--- config.mk ---
export PLATFORM = sky130hd
export DESIGN_NAME = des_key_schedule_flat
export DESIGN_NICKNAME = d
export VERILOG_FILES = /design/src/rtl/des_pkg.sv /design/src/rtl/des_key_schedule_if.sv /design/src/rtl/des_pc2.sv /design/src/rtl/des_key_schedule.sv /design/src/flat_wrapper.sv
export SDC_FILE = /design/constraint.sdc
export NUM_CORES = 1
export LEC_CHECK = 0
export BUFFER_PORTS_ARGS = -buffer_cell sky130_fd_sc_hd__buf_4
export CORE_ASPECT_RATIO = 1.2
export CORE_MARGIN = 1.5
export CORE_UTILIZATION = 40
export CTS_BUF_LIST = sky130_fd_sc_hd__clkbuf_4
export DETAILED_ROUTE_END_ITERATION = 12
export PLACE_DENSITY_LB_ADDON = 0.3
export SYNTH_ARGS = -nofsm -noshare
export SYNTH_HDL_FRONTEND = slang
export SYNTH_SLANG_ARGS = --single-unit
--- constraint.sdc ---
create_clock -name clk -period 5.7 [get_ports clk]
set_clock_uncertainty 0.15 [all_clocks]
set_input_delay 1.14 -clock clk [delete_from_list [all_inputs] [get_ports clk]]
set_output_delay 1.14 -clock clk [all_outputs]
set_load 0.01 [all_outputs]
--- src/rtl/des_pkg.sv ---
// des_pkg: DES key-schedule tables, widths and FSM state encoding.
package des_pkg;
  localparam int KEY_W = 64;
  localparam int CD_W = 56;
  localparam int SK_W = 48;
  localparam int HALF_W = 28;
  typedef enum logic {IDLE, GEN} state_t;
  localparam int PC1 [CD_W] = '{
    57, 49, 41, 33, 25, 17,  9,
     1, 58, 50, 42, 34, 26, 18,
    10,  2, 59, 51, 43, 35, 27,
    19, 11,  3, 60, 52, 44, 36,
    63, 55, 47, 39, 31, 23, 15,
     7, 62, 54, 46, 38, 30, 22,
    14,  6, 61, 53, 45, 37, 29,
    21, 13,  5, 28, 20, 12,  4};
  localparam int PC2 [SK_W] = '{
    14, 17, 11, 24,  1,  5,
     3, 28, 15,  6, 21, 10,
    23, 19, 12,  4, 26,  8,
    16,  7, 27, 20, 13,  2,
    41, 52, 31, 37, 47, 55,
    30, 40, 51, 45, 33, 48,
    44, 49, 39, 56, 34, 53,
    46, 42, 50, 36, 29, 32};
  localparam int SHIFTS [16] = '{1, 1, 2, 2, 2, 2, 2, 2, 1, 2, 2, 2, 2, 2, 2, 1};
  // Bit n in DES numbering (1 = MSB) lives at index [W+1-n].
  function automatic logic [CD_W:1] perm_pc1(input logic [KEY_W:1] k);
    perm_pc1 = '0;
    for (int i = 0; i < CD_W; i++) perm_pc1[CD_W - i] = k[KEY_W + 1 - PC1[i]];
  endfunction
  function automatic logic [HALF_W:1] rol(input logic [HALF_W:1] x, input logic two);
    return two ? {x[HALF_W-2:1], x[HALF_W:HALF_W-1]} : {x[HALF_W-1:1], x[HALF_W]};
  endfunction
endpackage

--- src/rtl/des_key_schedule_if.sv ---
// des_key_schedule_if: load request and subkey valid/ready stream of the key schedule.
interface des_key_schedule_if;
  import des_pkg::*;
  logic [KEY_W:1] key_in;
  logic load;
  logic decrypt;
  logic busy;
  logic [SK_W:1] subkey;
  logic subkey_valid;
  logic subkey_ready;
  logic [3:0] round;
  logic done;
  modport master (
    input key_in, load, decrypt, subkey_ready,
    output busy, subkey, subkey_valid, round, done
  );
  modport slave (
    output key_in, load, decrypt, subkey_ready,
    input busy, subkey, subkey_valid, round, done
  );
endinterface

--- src/rtl/des_pc2.sv ---
// des_pc2: DES permuted choice 2, 56-bit C||D to 48-bit round subkey.
module des_pc2
  import des_pkg::*;
(
  input  logic [CD_W:1] cd_i,
  output logic [SK_W:1] k_o
);
  always_comb begin
    k_o = '0;
    for (int i = 0; i < SK_W; i++) k_o[SK_W - i] = cd_i[CD_W + 1 - PC2[i]];
  end
endmodule

--- src/rtl/des_key_schedule.sv ---
// des_key_schedule: streams the 16 DES round subkeys over a valid/ready handshake.
// Define DES_KS_DECRYPT_EN to honour decrypt (K16..K1 order); otherwise encrypt order only.
module des_key_schedule
  import des_pkg::*;
(
  input logic clk,
  input logic rst,
  des_key_schedule_if.master bus
);
  state_t state_q, state_d;
  logic [HALF_W:1] c_q, c_d, d_q, d_d, ld_c, ld_d, nx_c, nx_d;
  logic [3:0] round_q, round_d;
  logic done_q, done_d;
  logic [CD_W:1] cd0;
  logic xfer, accept, last;
  assign cd0 = perm_pc1(bus.key_in);
  assign accept = state_q == IDLE && bus.load;
  assign xfer = state_q == GEN && bus.subkey_ready;
  assign last = round_q == 4'd15;
`ifdef DES_KS_DECRYPT_EN
  logic dec_q;
  function automatic logic [HALF_W:1] ror(input logic [HALF_W:1] x, input logic two);
    return two ? {x[2:1], x[HALF_W:3]} : {x[1], x[HALF_W:2]};
  endfunction
  // Decrypt starts from the unrotated halves: 28 total left shifts is the identity.
  assign ld_c = bus.decrypt ? cd0[CD_W:HALF_W+1] : rol(cd0[CD_W:HALF_W+1], SHIFTS[0] == 2);
  assign ld_d = bus.decrypt ? cd0[HALF_W:1] : rol(cd0[HALF_W:1], SHIFTS[0] == 2);
  assign nx_c = dec_q ? ror(c_q, SHIFTS[4'd15 - round_q] == 2) : rol(c_q, SHIFTS[round_q + 4'd1] == 2);
  assign nx_d = dec_q ? ror(d_q, SHIFTS[4'd15 - round_q] == 2) : rol(d_q, SHIFTS[round_q + 4'd1] == 2);
  always_ff @(posedge clk or posedge rst)
    if (rst) dec_q <= 1'b0;
    else if (accept) dec_q <= bus.decrypt;
`else
  assign ld_c = rol(cd0[CD_W:HALF_W+1], SHIFTS[0] == 2);
  assign ld_d = rol(cd0[HALF_W:1], SHIFTS[0] == 2);
  assign nx_c = rol(c_q, SHIFTS[round_q + 4'd1] == 2);
  assign nx_d = rol(d_q, SHIFTS[round_q + 4'd1] == 2);
`endif
  always_comb begin
    state_d = state_q;
    c_d = c_q;
    d_d = d_q;
    round_d = round_q;
    done_d = xfer && last;
    if (accept) begin
      state_d = GEN;
      c_d = ld_c;
      d_d = ld_d;
      round_d = '0;
    end else if (xfer) begin
      state_d = last ? IDLE : GEN;
      c_d = last ? c_q : nx_c;
      d_d = last ? d_q : nx_d;
      round_d = last ? round_q : round_q + 4'd1;
    end
  end
  always_ff @(posedge clk or posedge rst)
    if (rst) begin
      state_q <= IDLE;
      c_q <= '0;
      d_q <= '0;
      round_q <= '0;
      done_q <= 1'b0;
    end else begin
      state_q <= state_d;
      c_q <= c_d;
      d_q <= d_d;
      round_q <= round_d;
      done_q <= done_d;
    end
  assign bus.busy = state_q == GEN;
  assign bus.subkey_valid = state_q == GEN;
  assign bus.round = round_q;
  assign bus.done = done_q;
  des_pc2 u_pc2 (.cd_i({c_q, d_q}), .k_o(bus.subkey));
endmodule

--- src/flat_wrapper.sv ---
// flat-port wrapper written by rule: the top's interface ports become plain ports
module des_key_schedule_flat import des_pkg::*;
  (clk, rst, bus_key_in, bus_load, bus_decrypt, bus_subkey_ready, bus_busy, bus_subkey, bus_subkey_valid, bus_round, bus_done);
  des_key_schedule_if bus_i ();
  input logic clk;
  input logic rst;
  input wire logic [$bits(bus_i.key_in)-1:0] bus_key_in;
  input wire logic [$bits(bus_i.load)-1:0] bus_load;
  input wire logic [$bits(bus_i.decrypt)-1:0] bus_decrypt;
  input wire logic [$bits(bus_i.subkey_ready)-1:0] bus_subkey_ready;
  output wire logic [$bits(bus_i.busy)-1:0] bus_busy;
  output wire logic [$bits(bus_i.subkey)-1:0] bus_subkey;
  output wire logic [$bits(bus_i.subkey_valid)-1:0] bus_subkey_valid;
  output wire logic [$bits(bus_i.round)-1:0] bus_round;
  output wire logic [$bits(bus_i.done)-1:0] bus_done;
  assign bus_i.key_in = bus_key_in;
  assign bus_i.load = bus_load;
  assign bus_i.decrypt = bus_decrypt;
  assign bus_i.subkey_ready = bus_subkey_ready;
  assign bus_busy = bus_i.busy;
  assign bus_subkey = bus_i.subkey;
  assign bus_subkey_valid = bus_i.subkey_valid;
  assign bus_round = bus_i.round;
  assign bus_done = bus_i.done;
  des_key_schedule u_core (.clk(clk), .rst(rst), .bus(bus_i));
endmodule
==> run summary <==
The run finished with clean final reports. Detailed placement ended at an HPWL of 6810 um. The worst register-to-register path has a setup slack of 2.49 ns. The clock passes through at most 2 buffers. The slew at the pin closest to its max-slew limit works out to 1.00 ns. The floorplan step defined a die boundary enclosing 11,300 um^2. The number of pins exceeding their max-slew limit in the final report was 0; the share of synthesized flip-flops with an asynchronous set or reset was 100%.

The later pin in the worst-skew pair is clocked with a latency of 0.40 ns. Per report_power, the sequential group accounts for 33.9% of the total. The flip-flop and latch count after synthesis is 62, and the maximum ir drop on the vdd rail is 0.305 mV.

Input and output buffers added on the ports amount to 114. The routed length per placed instance was 17.2 um. Ranked by total cell area, the synthesized netlist is headed by sky130_fd_sc_hd__dfrtp_1 36%, sky130_fd_sc_hd__buf_4 9.0%, sky130_fd_sc_hd__a211oi_2 8.8%.

Data arrives at the worst endpoint at 3.32 ns. The number of hold buffers added after CTS was 0. For this configuration, the core starts out at a cell density of 40.8%. The first global-routing pass estimated 18,100 um of wire.

The most critical setup path has its startpoint at u_core.bus.round[0]$_DFFE_PP0P_. The worst setup path is of the reg -> reg kind. The clock network is responsible for 11.5% of the overall power.

The combinational fraction of design power is 54.6%. The tools report the net switching power of the design as 1140 uW. Walking the worst path, the cells encountered are inv_1 > ha_1 > or2_0 > or3b_1 > o2111ai_4 > and2_2 > buf_4 > o211ai_1.

For the number of warning messages in the yosys log, the log shows 0. The tool flagged a number of max-cap violations equal to 0. The library cells used most frequently in the layout, excluding fill and tap cells, are 121 x sky130_fd_sc_hd__buf_4, 62 x sky130_fd_sc_hd__dfrtp_1, 48 x sky130_fd_sc_hd__nor2_1, 48 x sky130_fd_sc_hd__o21ai_0, 43 x sky130_fd_sc_hd__or3_1. Grouping stages by cell kind, the critical path spends the most delay in simple AND/OR/NAND/NOR gates. For the count of fill cells added during filler insertion, the log shows 1,024. Of the cells placed in the final design, the portion with a size suffix greater than 1 is 32.9%. In this run the worst setup path terminates at u_core.d_q[10]$_DFFE_PP0P_. The number of different library cells used by synthesis comes to 33. The run gives 1370 uW as the internal power component.

The top cell type by area accounts for 36.5% of the synthesized area. Summing the sequential cell areas from Yosys gives 36.5% of the chip area. The depth of the worst register-to-register path is 8. STA classifies the critical path endpoint as a register.

The H-tree depth reported by CTS was 3; the peak per-stage delay on the critical path was 0.69 ns. For the worst setup path, the data required time is 5.81 ns. The net count after synthesis is 551, and the cell area after synthesis is 4250 um^2.

Synthesis produced 478 cells. For the total power, the log shows 2510 uW. Number of remaining DRC errors: 0. Capture instance of the worst register-to-register path: u_core.d_q[10]$_DFFE_PP0P_. The tools report the headroom to the max-slew limit as 33.0%. The count of standard-cell rows was 41; the synthesized area divided by synthesized cell count was 8.89 um^2. After layout, the worst path uses 56.3% of the clock period. The critical path crosses 8 cells after its start point. In this run, synthesis inferred 0 flip-flops with an integrated enable.

Cells fill 46.7% of the core in the end. Setup repair after global routing left no endpoint under its margin. In this run the power density over the cells is 516 nW/um^2.

The source of the worst register-to-register timing path was u_core.bus.round[0]$_DFFE_PP0P_. Vias after detailed routing: 3,660. The run gives 10,400 um^2 as the placeable core region. The detailed-route vias per instance was 5.65; the number of antenna violations at the first check in global routing was 0. The logs give 588 for the layout net count and 0.00199 uW for the static power due to leakage. The clock transition time at the flip-flop clock pins of the worst setup and hold paths came out at 0.12 ns.

The maximum net fanout on the critical path was 29. Setup violations remaining at the end of the flow were counted as 0. The first-pass detailed-route iteration total is 4. Timing would allow up to 0.312 GHz. The number of buffers inserted to repair setup after CTS is 0. The tools report the number of gates given a new drive strength after cts as 0. The slowest stage of the critical path belongs to the cell sky130_fd_sc_hd__and2_2.

TritonCTS built the clock tree. Of all cell types, the one taking the most synthesized area is sky130_fd_sc_hd__dfrtp_1. The count of nets left with antenna violations once routing finished came out at 0. The number of failing hold endpoints at the final stage was 0.

The min-delay analysis places its worst path in the category reg -> reg. The tightest hold path in the finished design has a slack of 0.415 ns. After global routing the overflow that remains totals 0. For this run, the leading register cell type out of synthesis is sky130_fd_sc_hd__dfrtp_1. After detailed routing, the total wire length is 11,100 um. In this run, CTS created clock tree buffers numbering 9. The leading cell type in the layout, fill and taps excluded was sky130_fd_sc_hd__buf_4. The run gives 3,498 as the via count of the first global-routing pass. STA classifies the critical path startpoint as a register. The largest net degree at the start of global routing is 68, and the layout overhead on the synthesized area is 14.3%. The master cell of the clock root buffer is sky130_fd_sc_hd__clkbuf_4. For the count of inserted antenna diode cells, the log shows 0.

The die span in y was 116 um; the weighted congestion at the end of routability-driven global placement was 0.791. Net switching is 45.3% of the power. The final-layout setup total negative slack is 0 ns.

For this block, the initial DRC count from the detailed router was 165. The horizontal extent of the die is 97.1 um, and the total clock sinks is 62. The count of pins on the block boundary is 124. The buffers plus inverters on the worst setup path is 2. The clock period minus final worst setup slack was 3.21 ns; the overall global routing resource usage was 19.7%.
-- registers in the layout, summed over array words and instances, names as in the netlist --
name	count
u_core.bus.round	4
u_core.bus.busy	1
u_core.bus.done	1
u_core.c_q	28
u_core.d_q	28
-- layer usage --
layer  global-route usage, %  wire [um]  part of all wire [%]  vias up
li1                        -          -                     -     1760
met1                    26.7       5050                    45     1792
met2                    31.2       5310                    48       93
met3                    4.28        595                   5.3       15
met4                    7.73        183                   1.6        0
met5                       0          0                     0        -
-- area by class of cell --
type	count	area, um^2	area share (%)
clock buffer	9	67.6	1.39
tap	129	161	3.32
clock inverter	6	53.8	1.11
multi-input combinational	317	2100	43.3
timing repair buffer	121	908	18.7
sequential	62	1550	31.9
inverter	4	15.0	0.309
-- kinds of logic (layout without fill, tap and decap cells) --
| kind of cell | after synthesis | in the layout | share of synthesized area (%) |
|---|---|---|---|
| simple gates | 148 | 148 | 18.0 |
| flops | 62 | 62 | 36.5 |
| buf+inv | 99 | 140 | 15.0 |
| fa+ha+maj | 4 | 4 | 1.18 |
| compound gates | 165 | 165 | 29.4 |
-- worst register-to-register path, cell delays in order (launching register included) --
cell	delay [ns]
sky130_fd_sc_hd__dfrtp_1	0.50
sky130_fd_sc_hd__inv_1	0.10
sky130_fd_sc_hd__ha_1	0.21
sky130_fd_sc_hd__or2_0	0.24
sky130_fd_sc_hd__or3b_1	0.42
sky130_fd_sc_hd__o2111ai_4	0.10
sky130_fd_sc_hd__and2_2	0.69
sky130_fd_sc_hd__buf_4	0.51
sky130_fd_sc_hd__o211ai_1	0.16
-- through the flow --
stage                     cell area [um^2]  setup slack, ns  cells
after floorplan                       4250             2.87    478
after global placement                4740             2.56    633
after detailed placement              4740             2.51    633
after CTS                             4860             2.47    648
after global routing                  4860             2.35    648
final                                 4860             2.49    648
-- Yosys cell counts (all sizes together) (3+ instances only) --
cell type / instances
dfrtp: 62
a21boi: 36
buf: 72
o21ai: 49
a211oi: 50
clkbuf: 23
or3: 43
a21oi: 13
inv: 4
o211ai: 13
nor2: 48
nand2: 17
nand3: 3
and3: 15
nand4: 14
ha: 4
-- power by group through the flow --
stage	clock, uW	sequential [uW]	combinational (uW)
finish	288	850	1370
detailed placement	0	858	1380
CTS	302	852	1390
global placement	0	851	1360
global route	323	881	1500
floorplan	0	783	1200
-- worst min-delay path by stage --
stage                               from                   endpoint  slack (ns)  cells past startpoint
3_5_place_dp   u_core.d_q[3]$_DFFE_PP0P_  u_core.d_q[4]$_DFFE_PP0P_        0.42                      2
2_1_floorplan  u_core.d_q[3]$_DFFE_PP0P_  u_core.d_q[5]$_DFFE_PP0P_        0.37                      2
3_3_place_gp   u_core.d_q[3]$_DFFE_PP0P_  u_core.d_q[4]$_DFFE_PP0P_        0.40                      2
6_report       u_core.d_q[3]$_DFFE_PP0P_  u_core.d_q[4]$_DFFE_PP0P_        0.41                      2
4_1_cts        u_core.d_q[3]$_DFFE_PP0P_  u_core.d_q[4]$_DFFE_PP0P_        0.41                      2
5_1_grt        u_core.d_q[3]$_DFFE_PP0P_  u_core.d_q[4]$_DFFE_PP0P_        0.45                      2
Note: power is estimated with default switching activity, not from simulation.
